==> config.mk <==
export PLATFORM = sky130hd
export DESIGN_NAME = rand_req_arbiter
export DESIGN_NICKNAME = d
export VERILOG_FILES = /design/src/rtl/rand_req_arbiter.sv
export SDC_FILE = /design/constraint.sdc
export NUM_CORES = 1
export LEC_CHECK = 0
export ABC_AREA = 1
export CAP_MARGIN = 20
export CORE_ASPECT_RATIO = 1.25
export CORE_MARGIN = 2
export CORE_UTILIZATION = 30
export CTS_BUF_LIST = sky130_fd_sc_hd__clkbuf_8
export DETAILED_ROUTE_END_ITERATION = 12
export PLACE_DENSITY_LB_ADDON = 0.12
export SYNTH_ARGS = -nofsm -noshare
export SYNTH_HDL_FRONTEND = slang
export SYNTH_SLANG_ARGS = --single-unit
==> constraint.sdc <==
create_clock -name clk -period 4.1 [get_ports clk]
set_input_delay 0.615 -clock clk [delete_from_list [all_inputs] [get_ports clk]]
set_output_delay 0.615 -clock clk [all_outputs]
set_load 0.03 [all_outputs]
==> src/rtl/rand_req_arbiter.sv <==
// Two-requester random value arbiter: a 3-bit LFSR draws values 1..3 until one is allowed by the requester's mask.
// Optional macro ARB_RR_EN turns simultaneous-request arbitration into round-robin (default: A always wins).
module rand_req_arbiter #(
  parameter int MAX_TRIES = 7
) (
  input  logic       clk,
  input  logic       rst,
  input  logic       req_a,
  input  logic [2:0] mask_a,
  input  logic       req_b,
  input  logic [2:0] mask_b,
  output logic       ack_a,
  output logic       ack_b,
  output logic [1:0] value,
  output logic       fallback,
  output logic       busy
);

  localparam logic [1:0] S_IDLE = 2'd0;
  localparam logic [1:0] S_DRAW = 2'd1;
  localparam logic [1:0] S_DONE = 2'd2;

  logic [1:0] state_q, state_d;
  logic [2:0] lfsr_q;
  logic [3:0] tries_q, tries_d;
  logic [2:0] mask_q, mask_d;
  logic       gnt_b_q, gnt_b_d;
  logic [1:0] value_q, value_d;
  logic       fb_q, fb_d;

  logic [1:0] draw;
  logic [2:0] draw_oh;
  logic [1:0] lowest;
  logic       pick_b;
  logic [2:0] sel_mask;
  logic       gnt_req;

  always_ff @(posedge clk or posedge rst) begin
    if (rst) lfsr_q <= 3'b100;
    else     lfsr_q <= {lfsr_q[1:0], lfsr_q[2] ^ lfsr_q[1]};
  end

  // lfsr[1:0]==00 folds onto value 1 so every cycle yields a legal draw
  always_comb begin
    draw    = 2'd1;
    draw_oh = 3'b001;
    case (lfsr_q[1:0])
      2'b10:   begin draw = 2'd2; draw_oh = 3'b010; end
      2'b11:   begin draw = 2'd3; draw_oh = 3'b100; end
      default: begin draw = 2'd1; draw_oh = 3'b001; end
    endcase
  end

  always_comb begin
    lowest = 2'd3;
    if (mask_q[1]) lowest = 2'd2;
    if (mask_q[0]) lowest = 2'd1;
  end

`ifdef ARB_RR_EN
  logic last_b_q, last_b_d;

  always_ff @(posedge clk or posedge rst) begin
    if (rst) last_b_q <= 1'b1;
    else     last_b_q <= last_b_d;
  end

  always_comb begin
    last_b_d = last_b_q;
    if (state_q == S_DONE) last_b_d = gnt_b_q;
  end

  assign pick_b = req_b & (~req_a | ~last_b_q);
`else
  assign pick_b = req_b & ~req_a;
`endif

  assign sel_mask = pick_b ? mask_b : mask_a;
  assign gnt_req  = gnt_b_q ? req_b : req_a;

  always_comb begin
    state_d = state_q;
    tries_d = tries_q;
    mask_d  = mask_q;
    gnt_b_d = gnt_b_q;
    value_d = value_q;
    fb_d    = fb_q;
    case (state_q)
      S_IDLE: begin
        if (req_a || req_b) begin
          gnt_b_d = pick_b;
          mask_d  = sel_mask;
          tries_d = 4'd0;
          if (sel_mask == 3'b000) begin
            value_d = 2'd0;
            fb_d    = 1'b1;
            state_d = S_DONE;
          end else begin
            state_d = S_DRAW;
          end
        end
      end
      S_DRAW: begin
        // a withdrawn request abandons the draw and leaves value/fallback alone
        if (!gnt_req) begin
          state_d = S_IDLE;
        end else if ((draw_oh & mask_q) != 3'b000) begin
          value_d = draw;
          fb_d    = 1'b0;
          state_d = S_DONE;
        end else begin
          tries_d = tries_q + 4'd1;
          if (tries_q + 4'd1 == 4'(MAX_TRIES)) begin
            value_d = lowest;
            fb_d    = 1'b1;
            state_d = S_DONE;
          end
        end
      end
      S_DONE:  state_d = S_IDLE;
      default: state_d = S_IDLE;
    endcase
  end

  always_ff @(posedge clk or posedge rst) begin
    if (rst) begin
      state_q <= S_IDLE;
      tries_q <= 4'd0;
      mask_q  <= 3'b000;
      gnt_b_q <= 1'b0;
      value_q <= 2'd0;
      fb_q    <= 1'b0;
    end else begin
      state_q <= state_d;
      tries_q <= tries_d;
      mask_q  <= mask_d;
      gnt_b_q <= gnt_b_d;
      value_q <= value_d;
      fb_q    <= fb_d;
    end
  end

  assign ack_a    = (state_q == S_DONE) & ~gnt_b_q;
  assign ack_b    = (state_q == S_DONE) &  gnt_b_q;
  assign value    = value_q;
  assign fallback = fb_q;
  assign busy     = (state_q != S_IDLE);

endmodule

==> reports/metrics.csv <==
metric;value;unit
finalPower;724;uW
worst_clock_skew;1.03;ps
grt_max_degree;17;
seq_area_frac_synth;44.2;%
drt-initial-drc-count;5;
synth_edf_count;0;
min_period;2200;ps
hold_depth;0;
cp-start-kind;flip-flop;
async_reset_ff_share;100;%
drive_above_1_share;15.1;%
num_rows;22;
relSlewSlack;57.8;%
ir_drop;0.257;mV
yosysMostFrequentCell;nand2_1;
cts_hold_buf;0;
powerDensity;629;mW/mm^2
vias_per_cell;4.46;
area_growth;26.4;%
cts_resized;0;
first_pass_iters;4;
syn_inst;120;
finalWirelength;1790;um
crit_required;3480;ps
r2r_cells;9;
ys_ff_latch;16;
antenna_found_initial;0;
slowest_delay;680;ps
clock.fmax;455;MHz
cts_tree;done;
globalRoute.busiestLayer;met2;
postLayoutCellArea;0.00115;sq mm
initial_core_util;31.2;%
cts_buffers;3;
endpoint_kind;output port;
finalSetupViolCount;0;
post-cts-setup-buffers;0;
maxCapViolations;0;
worstSetupPathType;reg2out;
gp_routability_congestion;0.727;
htreeDepth;1;
yosysTopAreaCellShare;41.3;%
io_buffers;15;
synth_common_cells;nand2_1 (40), inv_1 (16), dfrtp_1 (15);
diodes;0;
use_met2;23.1;%
vias;781;
root_buffer;clkbuf_8;
grt_pass1_wl;3230;um
rsz0062_at_grt;no;
grt.total_usage;12.8;%
clk_pin_slew;60;ps
hold_viol;0;
die-area;0.00349;sq mm
grt_pass1_vias;793;
grt-ovfl-total;0;
cp_top_family;buffers and inverters;
ant_nets;0;
detail_route.wl_per_cell;10.2;um
final_max_slew_viol_count;0;
cp_num_buf_inv;2;
clkLatencyLatePin;250;ps
dpl_cell_area;0.00110;sq mm
nets;152;
synth_area;910;sq um
die_h;65.6;um
cp_max_fo;3;
ys_warn_count;0;
dpl.hpwl;1450;um
io_pins;16;
clock_path_buffers;2;
ys_types;22;
crit_slowest_cell;clkdlybuf4s50_1;
worst_pin_slew;633;ps
use_met1;13.0;%
finalCritPeriodShare;53.6;%
finalSetupTns;0;ps
core;0.00292;sq mm
status;finished, final reports clean;
synth_nets;132;
synthFlopType;dfrtp_1;
dieWidth;53.3;um
cp.depth;4;
crit_chain;inv_2 -> nand2_1 -> nor2_1 -> clkdlybuf4s50_1;
hold_class;reg2reg;
arrival;1580;ps
synth_area_leaders;dfrtp_1 (41%), nand2_1 (17%), inv_1 (6.6%), nand3_1 (6.1%), dfstp_2 (2.9%);
drc;0;
synth_area_leader_cell;dfrtp_1;
grtUsageMet3;2.27;%
syn_area_per_cell;7.58;sq um
clkSinkCount;16;
p_leak;0.571;nW
## power by group
part / switching [mW] / total (mW) / internal [mW]
sequential: 0.0454 / 0.252 / 0.206
combinational: 0.223 / 0.352 / 0.129
clock: 0.0539 / 0.120 / 0.0663
total: 0.322 / 0.724 / 0.402
## layout make-up
class | instances | area, sq um
inverters | 22 | 82.6
repair buffers | 15 | 150
well taps | 36 | 45.0
multi-input cells | 82 | 425
fillers | 325 | 1770
clock inverters | 1 | 3.75
clock buffers | 3 | 41.3
flip-flops and latches | 16 | 402
## metal layers
metal	vias to the layer above	wire, um
li1	411	-
met5	-	0
met4	0	45
met3	4	51
met2	13	926
met1	353	767
## cells in the final DEF, fill, tap and decap left out, drive strengths merged
cell and n:
nand4 2, xor2 1, nand3 13, o21ai 8, clkdlybuf4s50 15, a21oi 1, ha 2, dfrtp 15
inv 23, nand2 44, o22ai 2, nand3b 1, nor2 7, nor3 1, clkbuf 3, dfstp 1
## final timing paths
kind / startpoint / endpoint / slack, ps
hold reg to reg: lfsr_q[0] / lfsr_q[1] / 400
setup / recovery: state_q[0] / ack_a / 1900
min in group asynchronous: rst / tries_q[0] / 750
setup reg to reg: tries_q[0] / fallback / 2640
hold / removal: lfsr_q[0] / lfsr_q[1] / 400
max in group asynchronous: rst / value[1] / 2950
## sequential cells by signal (all words and copies together) (netlist names)
register  count
mask_q        3
gnt_b_q       1
lfsr_q        3
value         2
fallback      1
tries_q       4
state_q       2
## per-stage QoR
stage / std cells / hold slack, ps / setup WS, ps / util [%]
floorplan: 120 / 374 / 2550 / -
global placement: 171 / 389 / 2050 / 37.9
detailed placement: 171 / 392 / 2030 / 37.9
CTS: 175 / 405 / 1880 / 39.4
global route: 175 / 418 / 1810 / 39.4
finish: 175 / 404 / 1900 / 39.4
## cell families after synthesis
group | share of synthesized area [%]
flip-flops | 44.2
adder cells (fa/ha/maj) | 2.75
AND/OR/NAND/NOR | 35.9
AO/OA/AOI/OAI | 7.15
buffers and inverters | 9.08
XOR/XNOR | 0.963
Note: power is estimated with default switching activity, not from simulation.
